==> config.mk <==
export PLATFORM = sky130hd
export DESIGN_NAME = fp_normalize_round_unit
export DESIGN_NICKNAME = d
export VERILOG_FILES = /design/src/rtl/fp_pkg.sv /design/src/rtl/leading_zero_counter.sv /design/src/rtl/fp_normalize_round_unit.sv
export SDC_FILE = /design/constraint.sdc
export NUM_CORES = 1
export LEC_CHECK = 0
export ABC_AREA = 0
export CAP_MARGIN = 20
export CORE_MARGIN = 4
export CORE_UTILIZATION = 40
export CTS_BUF_LIST = sky130_fd_sc_hd__clkbuf_4 sky130_fd_sc_hd__clkbuf_8
export CTS_CLUSTER_DIAMETER = 30
export DETAILED_ROUTE_END_ITERATION = 7
export PLACE_DENSITY = 0.63
export REMOVE_ABC_BUFFERS = 1
export SLEW_MARGIN = 20
export SYNTH_ARGS = -nofsm -noshare
export SYNTH_HDL_FRONTEND = slang
export SYNTH_SLANG_ARGS = --single-unit
==> constraint.sdc <==
create_clock -name clock -period 6.5 [get_ports clock]
set_input_delay 1.3 -clock clock [delete_from_list [all_inputs] [get_ports clock]]
set_output_delay 1.3 -clock clock [all_outputs]
set_load 0.1 [all_outputs]
==> src/rtl/fp_pkg.sv <==
// Shared types, flag positions and width helpers for the FP normalize/round stage.
// Width helpers take the unit's parameters so every file derives the same sizes.
package fp_pkg;

    typedef enum logic [1:0] {
        IDLE  = 2'd0,
        NORM  = 2'd1,
        ROUND = 2'd2,
        DONE  = 2'd3
    } state_t;

    localparam int FLAG_OVERFLOW  = 2;
    localparam int FLAG_UNDERFLOW = 1;
    localparam int FLAG_INEXACT   = 0;
    localparam int FLAG_W         = 3;

    function automatic int bias(input int size_exponent);
        return (1 << (size_exponent - 1)) - 1;
    endfunction

    // carry + hidden + fraction + guard
    function automatic int mant_width(input int size_mantissa);
        return size_mantissa + 3;
    endfunction

    // two extra bits give a sign and headroom for +1 / -(SizeMantissa+1)
    function automatic int exp_int_width(input int size_exponent);
        return size_exponent + 2;
    endfunction

    function automatic int lz_width(input int size_mantissa);
        return $clog2(size_mantissa + 3);
    endfunction

endpackage

==> src/rtl/leading_zero_counter.sv <==
// Leading-zero count over carry, hidden and fraction bits; guard bit is not an input.
// Purely combinational; all-zero input yields SizeMantissa+2.
module leading_zero_counter
    import fp_pkg::*;
#(
    parameter int SizeMantissa = 23
) (
    input  logic [SizeMantissa+2:1]               mantissa,
    output logic [lz_width(SizeMantissa)-1:0]     lz
);

    localparam int LZW = lz_width(SizeMantissa);

    // Ascending scan: the highest set bit is the last one to write lz.
    always_comb begin
        lz = LZW'(SizeMantissa + 2);
        for (int i = 1; i <= SizeMantissa + 2; i++) begin
            if (mantissa[i]) begin
                lz = LZW'(SizeMantissa + 2 - i);
            end
        end
    end

endmodule

==> src/rtl/fp_normalize_round_unit.sv <==
// Normalizes an add/sub result, rounds to nearest-even and packs IEEE-754 with flags.
// Latency: result valid in the third cycle after the accept cycle; one op per 4 cycles min.
// Backpressure: holds result in DONE until out_ready; in_ready only in IDLE.
module fp_normalize_round_unit
    import fp_pkg::*;
#(
    parameter int SizeMantissa = 23,
    parameter int SizeExponent = 8
) (
    input  logic                                 clock,
    input  logic                                 reset,
    input  logic                                 in_valid,
    output logic                                 in_ready,
    input  logic                                 in_sign,
    input  logic [SizeExponent-1:0]              in_exponent,
    input  logic [SizeMantissa+2:0]              in_mantissa,
    input  logic                                 in_sticky,
    output logic                                 out_valid,
    input  logic                                 out_ready,
    output logic [SizeExponent+SizeMantissa:0]   out_result,
    output logic [FLAG_W-1:0]                    out_flags
);

    localparam int MW  = mant_width(SizeMantissa);
    localparam int EW  = exp_int_width(SizeExponent);
    localparam int LZW = lz_width(SizeMantissa);
    localparam int RW  = SizeExponent + SizeMantissa + 1;

    localparam logic signed [EW-1:0] EXP_MAX  = EW'(2 * bias(SizeExponent) + 1);
    localparam logic signed [EW-1:0] EXP_ONE  = EW'(1);
    localparam logic signed [EW-1:0] EXP_ZERO = '0;

    state_t                 state_q, state_d;
    logic                   sign_q;
    logic signed [EW-1:0]   exp_q;
    logic [MW-1:0]          mant_q;
    logic                   sticky_q;
    logic                   zero_q;

    logic [LZW-1:0]         lz;
    logic [LZW-1:0]         shift_amt;
    logic [MW-1:0]          norm_mant;
    logic signed [EW-1:0]   norm_exp;
    logic                   norm_sticky;
    logic                   norm_zero;

    logic                   guard, lsb, round_up, inexact;
    logic [SizeMantissa-1:0] frac, frac_rnd;
    logic signed [EW-1:0]   exp_rnd;
    logic [RW-1:0]          pack_result;
    logic [FLAG_W-1:0]      pack_flags;

    leading_zero_counter #(
        .SizeMantissa (SizeMantissa)
    ) u_lzc (
        .mantissa (mant_q[MW-1:1]),
        .lz       (lz)
    );

    always_comb begin
        state_d   = state_q;
        in_ready  = 1'b0;
        out_valid = 1'b0;
        case (state_q)
            IDLE: begin
                in_ready = 1'b1;
                if (in_valid) state_d = NORM;
            end
            NORM:  state_d = ROUND;
            ROUND: state_d = DONE;
            DONE: begin
                out_valid = 1'b1;
                if (out_ready) state_d = IDLE;
            end
            default: state_d = IDLE;
        endcase
    end

    // lz=0 means a carry-out: shift right once, old guard folds into sticky.
    always_comb begin
        shift_amt   = lz - LZW'(1);
        norm_mant   = mant_q;
        norm_exp    = exp_q;
        norm_sticky = sticky_q;
        norm_zero   = (mant_q == '0);
        if (lz == '0) begin
            norm_mant   = mant_q >> 1;
            norm_exp    = exp_q + EXP_ONE;
            norm_sticky = sticky_q | mant_q[0];
        end else if (lz > LZW'(1)) begin
            norm_mant   = mant_q << shift_amt;
            norm_exp    = exp_q - $signed({{(EW-LZW){1'b0}}, shift_amt});
        end
    end

    always_comb begin
        guard    = mant_q[0];
        lsb      = mant_q[1];
        frac     = mant_q[SizeMantissa:1];
        round_up = guard & (sticky_q | lsb);
        inexact  = guard | sticky_q;
        frac_rnd = frac;
        exp_rnd  = exp_q;
        if (round_up) begin
            if (&frac) begin
                frac_rnd = '0;
                exp_rnd  = exp_q + EXP_ONE;
            end else begin
                frac_rnd = frac + SizeMantissa'(1);
            end
        end

        pack_flags  = '0;
        pack_result = {sign_q, exp_rnd[SizeExponent-1:0], frac_rnd};
        if (zero_q) begin
            pack_result = {sign_q, {(RW-1){1'b0}}};
        end else if (exp_rnd >= EXP_MAX) begin
            pack_result = {sign_q, {SizeExponent{1'b1}}, {SizeMantissa{1'b0}}};
            pack_flags[FLAG_OVERFLOW] = 1'b1;
            pack_flags[FLAG_INEXACT]  = 1'b1;
        end else if (exp_rnd <= EXP_ZERO) begin
            // no subnormal support: flush to signed zero
            pack_result = {sign_q, {(RW-1){1'b0}}};
            pack_flags[FLAG_UNDERFLOW] = 1'b1;
            pack_flags[FLAG_INEXACT]   = 1'b1;
        end else begin
            pack_flags[FLAG_INEXACT] = inexact;
        end
    end

    always_ff @(posedge clock) begin
        if (reset) begin
            state_q    <= IDLE;
            sign_q     <= 1'b0;
            exp_q      <= '0;
            mant_q     <= '0;
            sticky_q   <= 1'b0;
            zero_q     <= 1'b0;
            out_result <= '0;
            out_flags  <= '0;
        end else begin
            state_q <= state_d;
            case (state_q)
                IDLE: begin
                    if (in_valid) begin
                        sign_q   <= in_sign;
                        exp_q    <= $signed({{(EW-SizeExponent){1'b0}}, in_exponent});
                        mant_q   <= in_mantissa;
                        sticky_q <= in_sticky;
                    end
                end
                NORM: begin
                    mant_q   <= norm_mant;
                    exp_q    <= norm_exp;
                    sticky_q <= norm_sticky;
                    zero_q   <= norm_zero;
                end
                ROUND: begin
                    out_result <= pack_result;
                    out_flags  <= pack_flags;
                end
                default: ;
            endcase
        end
    end

endmodule

[Yosys cells after proc, flatten, opt, wreduce, memory -nomap -nowiden]
Cells that the tools add are included.
Word-level totals
  flip-flop bits (word level): 76
  word-level logic and storage cells: 89
  output and inout port bits: 37
  bits of input ports: 40
Cells by class
  bitwise logic cells: 3
  equality and inequality tests: 7
  shift operators: 1
  muxes and demuxes: 54
  reduce and logical (&&, ||, !) cells: 9
  $add $sub $neg: 4
  magnitude comparators: 3
Operators by type and width (number)
  $mux 31: 3
  $mux 5: 16
  $mux 26: 3
  $pmux 26 s2: 1
  $mux 10: 5
  $mux 23: 2
  $mux 4: 8
  $logic_not 26->1: 1
  $shl 26x5->26: 1
  $add 23x1->23 const B: 1
  $reduce_and 23->1: 1
  $pmux 10 s2: 1
  $add 10x2->10 const B: 1
  $ge 10x9->1 const B: 1
  $le 10x1->1 const B: 1
  $mux 1: 10
  $sub 10x6->10: 1
  $pmux 2 s4: 1
  $ne 2x2->1 const B: 3
  $reduce_and 3->1: 2
  $gt 5x1->1 const B: 1
  $logic_not 5->1: 1
  $sub 5x1->5 const B: 1
  $eq 2x2->1 const B: 2
  10 further kinds: 13

[Depth between registers and ports, before layout]
Gate-level depths: netlist of the first run.
  depth after elaboration: 30
  gate-level depth with buffers: 22
  gate-level depth less buffers: 20

[Modules after synthesis]
From an unflattened synthesis of the first run, not the netlist that was laid out.
Unflattened totals
  cell total of the unflattened synthesis: 815
  area total of the unflattened synthesis: 6349.8 um^2
By module, submodules not included
  fp_normalize_round_unit: area an instance 6070.8 um^2, seq. area each 1521.5 um^2, cells each 766, times used 1
  leading_zero_counter: area an instance 279.0 um^2, seq. area each 0.0 um^2, cells each 49, times used 1

[Worst setup path after synthesis of the first run]
OpenSTA, ideal clock, no wires.
  kind: flip-flop to flip-flop
  start point: register mant_q[2]
  end point: register exp_q[6]
  library setup time: 0.070 ns
  period minus slack after synthesis: 4.044 ns
  setup slack: 2.456 ns
  path buffers: 2
  stages on the path, launching flop included: 23
  arrival: 3.974 ns
  required time: 6.430 ns
  cell sequence: dfxtp_1 > buf_2 > inv_1 > ha_1 > o21bai_1 > a21oi_1 > o21a_2 > o21ai_4 > nand2_8 > ha_1 > xnor2_4 > inv_8 > buf_2 > ha_1 > a21o_1 > a21oi_1 > nor2b_1 > nor3_1 > nand2_1 > a21boi_0 > o221ai_1 > o211ai_1 > a21oi_1
On the way
  word-level cells in the longest chain between the ends: 29
  elaborated cells between the ends (all ways): 33
  classes of those cells: 2 x add/sub; 1 x order compare; 1 x eq/ne; 27 x mux; 2 x reduce/logical
RTL lines
  from (decl): line fp_normalize_round_unit.sv:36  | logic [MW-1:0] mant_q;
  from (signal assigned): line fp_normalize_round_unit.sv:148  | mant_q <= in_mantissa;
  from (signal assigned): line fp_normalize_round_unit.sv:153  | mant_q <= norm_mant;
  $mux 4 * (8 in series): line leading_zero_counter.sv:18  | if (mantissa[i]) begin
  $mux 5 * (16 in series): line leading_zero_counter.sv:18
  $sub 5x1->5: line fp_normalize_round_unit.sv:81  | shift_amt = lz - LZW'(1);
  $sub 10x6->10: line fp_normalize_round_unit.sv:92  | norm_exp = exp_q - $signed({{(EW-LZW){1'b0}}, shift_amt});
  $mux 10: line fp_normalize_round_unit.sv:90  | end else if (lz > LZW'(1)) begin
  $mux 10: line fp_normalize_round_unit.sv:86  | if (lz == '0) begin
  $pmux 10 s2: line fp_normalize_round_unit.sv:143  | case (state_q)
  to (signal assigned): line fp_normalize_round_unit.sv:147  | exp_q <= $signed({{(EW-SizeExponent){1'b0}}, in_exponent});
  to (signal assigned): line fp_normalize_round_unit.sv:154  | exp_q <= norm_exp;
  to (decl): line fp_normalize_round_unit.sv:35  | logic signed [EW-1:0] exp_q;
Mark *: on every way between the ends. The rest lies on a longest branch, timed or not. The select of a mux whose other input is x is not followed.
A chain may end at the register's enable or synchronous reset.

[Final worst setup path of the first run]
Same ends and word-level chain as after synthesis.

==> flow_metrics.env, run 1 <==
export IMPL_fin_crit_sh_pct=71.4
export IMPL_initial_core_util_pct=41.3
export IMPL_critPathSlowestCell="xnor2_4"
export IMPL_path_clk_slew_ps=90
export IMPL_fin_skew_ps=16.4
export IMPL_synth_compound_area_share_pct=28.7
export IMPL_crit_arrival_ps=4960
export IMPL_netlist_area_leader_share_pct=22.8
export IMPL_yosysWarningCount=0
export IMPL_synth_xor_area_share_pct=5.69
export IMPL_dr_total_vias=7034
export IMPL_crit_chain="inv_1, ha_1, o21bai_1, a21oi_1, o21a_2, o21a_1, o211a_2, xnor2_4, inv_2, ha_1, a21oi_1, nor2b_1, nor3_1, nand2_1, a21boi_0, o221ai_1, o211ai_1, a21oi_1"
export IMPL_cts_buffers_inserted=9
export IMPL_wl_mm=23.3
export IMPL_cts_resized=0
export IMPL_cts_sinks=76
export IMPL_rsz0062_at_grt="false"
export IMPL_clk_path_buf_depth=2
export IMPL_synth_edf_count=0
export IMPL_drv_cap=0
export IMPL_antenna_found_initial=0
export IMPL_synth_seq_cells=76
export IMPL_synth_simple_gate_area_share_pct=24.0
export IMPL_synth_top_family_by_area="compound AO/OA/AOI/OAI gates"
export IMPL_ant_nets=0
export IMPL_final_setup_viol_count=0
export IMPL_synth_top_area_cell="dfxtp_1"
export IMPL_syn_area_sq_mm=0.00666
export IMPL_portBuffers=76
export IMPL_period_needed_ps=4640
export IMPL_cts_tree="yes"
export IMPL_status="completed"
export IMPL_drt_pass1_iter_count=6
export IMPL_slew_limit_headroom_pct=34.9
export IMPL_clock_latency_ps=380
export IMPL_worst_slew_pin_slew_ps=974
export IMPL_area_delta_synth_final_pct=14.8
export IMPL_place_area_sq_mm=0.00747
export IMPL_dieHeight_microns=137
export IMPL_worstSetupStartpointType="register"
export IMPL_nNetsFinal=951
export IMPL_first_iter_violations=961
export IMPL_synth_avg_cell_area_sq_um=7.59
export IMPL_synth_ff_type="dfxtp_1"
export IMPL_grt_max_degree=39
export IMPL_post_cts_buffers=0
export IMPL_synthMuxAreaShare_pct=9.03
export IMPL_grt_use_total_pct=24.8
export IMPL_synth_area_leaders="dfxtp_1, nand2_1, o21ai_0, a21oi_1, mux4_2"
export IMPL_cts_root_buf="clkbuf_8"
export IMPL_slew_violations=0
export IMPL_drive_above_1_share_pct=9.77
export IMPL_num_antenna_cells=0
export IMPL_gp_congestion=1.01
export IMPL_overflow=0
export IMPL_hold_class="reg2reg"
export IMPL_dp_hpwl_mm=16.6
export IMPL_synthAdderAreaFrac_pct=2.93
export IMPL_critPathKind="reg2reg"
export IMPL_drc=0
export IMPL_vias_per_cell=6.30
export IMPL_core_area_sq_mm=0.0161
export IMPL_ys_types=91
export IMPL_fill_cells=1668
export IMPL_htree_levels=3
export IMPL_yosysSeqAreaShare_pct=22.8
export IMPL_synthArstFlopShare_pct=0
export IMPL_end_kind="register"
export IMPL_seq_area_sq_mm=0.00152
export IMPL_routedWlPerCell_microns=20.9
export IMPL_fin_area_sq_mm=0.00765
export IMPL_fmax_ghz=0.216
export IMPL_io_pins=77
export IMPL_cp_common_cell="a21oi_1"
export IMPL_path_delay_family="compound AO/OA/AOI/OAI gates"
export IMPL_synthCells=878
export IMPL_grt_pass1_vias=6384
export IMPL_grt_pass1_wl_mm=36.4
export IMPL_crit_required_ps=6820
export IMPL_die_w_microns=137
export IMPL_hold_viol_final=0
export IMPL_cp_num_buf_inv=2
export IMPL_dieArea_sq_mm=0.0188
export IMPL_multi_input_area_sq_mm=0.00471
export IMPL_path_max_fanout=24
export IMPL_num_rows=46
export IMPL_cts_hold_buf=0
export IMPL_cpPeakStageDelay_ps=650
export IMPL_fin_tns_setup_ps=0
[synthesized netlist by cell type (all sizes together) (6+ instances only)]
master,instances
a2111oi,6
a211oi,13
a21oi,60
a221oi,14
a22oi,9
a31oi,12
and2,8
and3,26
and4,6
buf,20
clkbuf,63
dfxtp,76
ha,14
inv,24
mux2,7
mux2i,24
mux4,12
nand2,94
nand2b,6
nand3,33
nand4,12
nor2,69
nor2b,9
nor3,30
nor4,14
o211ai,18
o21ai,68
o221ai,7
o31ai,6
xnor2,21
xor2,18
[cell usage in the layout (no fill, tap or decap), types with 11 or more instances in the layout]
cell / n
nand2_1: 92
dfxtp_1: 76
clkdlybuf4s50_1: 76
nor2_1: 68
o21ai_0: 63
a21oi_1: 60
nand3_1: 33
nor3_1: 28
and3_1: 25
mux2i_1: 23
xnor2_1: 19
inv_1: 19
xor2_1: 18
o211ai_1: 18
ha_1: 14
buf_4: 14
nor4_1: 13
a211oi_1: 13
nand4_1: 12
a31oi_1: 12
mux4_2: 12
a221oi_1: 11
[metrics by stage]
step                      utilization [%]  cells  setup slack [ps]  hold slack (ps)
after CTS                            47.5   1117              1950              456
after global routing                 47.5   1117              1400              469
after detailed placement             46.4   1101              1970              439
after floorplan                         -    795               935              426
after global placement               46.4   1101              2080              436
final                                47.5   1117              1860              451
[sequential cells by signal (all words and copies together), names as in the netlist]
register	cells
sign_q	1
sticky_q	1
mant_q	26
exp_q	10
out_flags	3
zero_q	1
state_q	2
out_result	32
[layer usage]
layer  track usage (%)  routed length [microns]  vias up  part of all wire [%]
li1                  -                        -     3312                     -
met1              36.5                    10600     3275                    45
met2              36.0                     9770      399                    42
met3              5.18                     2420       48                    10
met4              7.54                      529        0                   2.3
met5                 0                        0        -                     0
[worst min-delay path: cells and delay by family, from the launching register on]
kind / cells / cell delay, ps
DFF: 1 / 320
and+or+nand+nor: 2 / 90
[cell type report]
class | instances | share of cell area, %
tap | 216 | 3.53
clock inverter | 5 | 0.491
timing repair buffer | 90 | 11.3
multi-input combinational | 693 | 61.5
sequential | 76 | 19.9
clock buffer | 11 | 1.82
inverter | 26 | 1.41
[logic make-up (layout without fill, tap and decap cells)]
logic type               Yosys count  in the layout
buffers and inverters            109            132
AND/OR/NAND/NOR                  321            321
flip-flops                        76             76
AO/OA/AOI/OAI                    275            275
adder cells (fa/ha/maj)           15             15
XOR/XNOR                          39             39
multiplexers                      43             43
[path summary, 6_finish.rpt]
path	end	cells after the start	slack (ps)	startpoint
max reg2reg	exp_q[6]	18	1860	mant_q[2]
min	out_flags[2]	2	450	out_flags[2]
min reg2reg	out_flags[2]	2	450	out_flags[2]
max	exp_q[6]	18	1860	mant_q[2]
Power of run 1 is not shown: default switching activity piles up to over one toggle a cycle in this logic, so the estimate is an artifact.
==> inputs of run 2 (changes only) <==
==> constraint.sdc (replaced) <==
create_clock -name clock -period 4.8 [get_ports clock]
set_input_delay 0.96 -clock clock [delete_from_list [all_inputs] [get_ports clock]]
set_output_delay 0.96 -clock clock [all_outputs]
set_load 0.1 [all_outputs]
==> run 2 against run 1 <==
  * Largest cell class unchanged
  * First-iteration DRC count stayed put
  * Critical endpoint unchanged
  * Final cell count rose by 2.5%
  * Non-clock buffer count increased by 28
==> flow_metrics.env, run 2 (synthesis results as in run 1) <==
export IMPL_fin_area_sq_mm=0.00788
export IMPL_die_w_microns=137
export IMPL_cts_tree="yes"
export IMPL_core_area_sq_mm=0.0161
export IMPL_layout_common_cells="nand2_1, dfxtp_1, clkdlybuf4s50_1, nor2_1, o21ai_0"
export IMPL_post_place_ws_ps=651
export IMPL_drt_pass1_iter_count=6
export IMPL_slew_violations=0
export IMPL_clk_path_buf_depth=2
export IMPL_cts_hold_buf=0
export IMPL_r2r_start="mant_q[2]"
export IMPL_rr_endpoint="exp_q[6]"
export IMPL_fmax_ghz=0.233
export IMPL_top_register="out_result"
export IMPL_end_kind="register"
export IMPL_clock_latency_ps=390
export IMPL_ant_nets=0
export IMPL_htree_levels=3
export IMPL_fin_skew_ps=14.4
export IMPL_drv_cap=0
export IMPL_crit_chain="inv_1, ha_1, o21bai_1, a21oi_1, o21a_2, o21ai_4, nand2_8, ha_1, a311o_1, nand2_2, inv_2, ha_1, nor2b_1, nor3_1, nand2_1, a21boi_0, o221ai_1, o211ai_1, a21oi_1"
export IMPL_initial_core_util_pct=41.3
export IMPL_critPathSlowestCell="ha_1"
export IMPL_cp_num_buf_inv=2
export IMPL_wl_mm=24.5
export IMPL_cpPeakStageDelay_ps=440
export IMPL_first_iter_violations=961
export IMPL_grt_use_total_pct=26.1
export IMPL_fin_tns_setup_ps=0
export IMPL_slew_limit_headroom_pct=34.6
export IMPL_num_antenna_cells=0
export IMPL_dieHeight_microns=137
export IMPL_fin_crit_sh_pct=89.5
export IMPL_status="completed"
export IMPL_crit_required_ps=5110
export IMPL_cts_root_buf="clkbuf_8"
export IMPL_path_max_fanout=12
export IMPL_hold_class="reg2reg"
export IMPL_reg_top3="out_result x32, mant_q x26, exp_q x10"
export IMPL_worstSetupStartpointType="register"
export IMPL_grt_pass1_vias=6695
export IMPL_path_clk_slew_ps=80
export IMPL_drive_above_1_share_pct=12.4
export IMPL_final_common_cell="nand2_1"
export IMPL_dieArea_sq_mm=0.0188
export IMPL_whs_ps=451
export IMPL_worst_slew_pin_slew_ps=978
export IMPL_grt_pass1_wl_mm=38.0
export IMPL_r2r_cells=19
export IMPL_portBuffers=76
export IMPL_cp_common_cell="ha_1"
export IMPL_dp_hpwl_mm=18.1
export IMPL_cts_resized=0
export IMPL_critPathKind="reg2reg"
export IMPL_hold_viol_final=0
export IMPL_rrSetupSlack_ps=500
export IMPL_path_delay_family="compound AO/OA/AOI/OAI gates"
export IMPL_crit_arrival_ps=4610
export IMPL_cts_sinks=76
export IMPL_drc=0
export IMPL_cp_depth=19
export IMPL_cp_endpoint="exp_q[6]"
export IMPL_area_delta_synth_final_pct=18.2
export IMPL_largest_reg_flops=32
export IMPL_place_area_sq_mm=0.00768
export IMPL_num_rows=46
export IMPL_final_setup_viol_count=0
export IMPL_post_cts_buffers=0
export IMPL_dr_total_vias=7274
export IMPL_vias_per_cell=6.35
export IMPL_critPathLaunch="mant_q[2]"
export IMPL_antenna_found_initial=1
export IMPL_rsz0062_at_grt="false"
export IMPL_overflow=0
export IMPL_period_needed_ps=4300
export IMPL_io_pins=77
export IMPL_grt_max_degree=38
export IMPL_cts_buffers_inserted=9
export IMPL_gp_congestion=1.02
export IMPL_fin_ws_ps=505
export IMPL_nNetsFinal=979
export IMPL_routedWlPerCell_microns=21.4
## run 2: how the worst min path moves through the flow
stage                           to           start  slack, ps  cells past startpoint
finish                out_flags[2]    out_flags[2]        450                      2
floorplan                   zero_q          zero_q        430                      2
CTS                   out_flags[2]    out_flags[2]        450                      2
global placement    out_result[15]  out_result[15]        430                      2
detailed placement    out_flags[2]    out_flags[2]        440                      2
global route        out_result[16]  out_result[16]        470                      2
## run 2: cell type report
class | count | area (sq um)
timing repair buffer | 118 | 1080
clock buffer | 14 | 180
sequential | 76 | 1520
multi-input combinational | 693 | 4700
inverter | 26 | 108
tap | 216 | 270
clock inverter | 2 | 16.3
fill | 1650 | 8240
## run 2: tightest hold or removal path: stages, from the launching register on
cell and delay (ps):
dfxtp_1 320, nand2_1 50, nand2_1 50
## run 2: through the flow
stage                     instances  util (%)
after global placement         1129      47.7
after global routing           1145      48.9
final                          1145      48.9
after CTS                      1145      48.9
after detailed placement       1129      47.7
after floorplan                 795         -
## run 2: per-layer routing
layer  global-route usage (%)  share of wire (%)
met5                        0              0.053
met4                     10.5                3.0
met3                     5.77                 12
met2                     37.4                 42
met1                     37.7                 43
Power of run 2 is left out for the same reason.
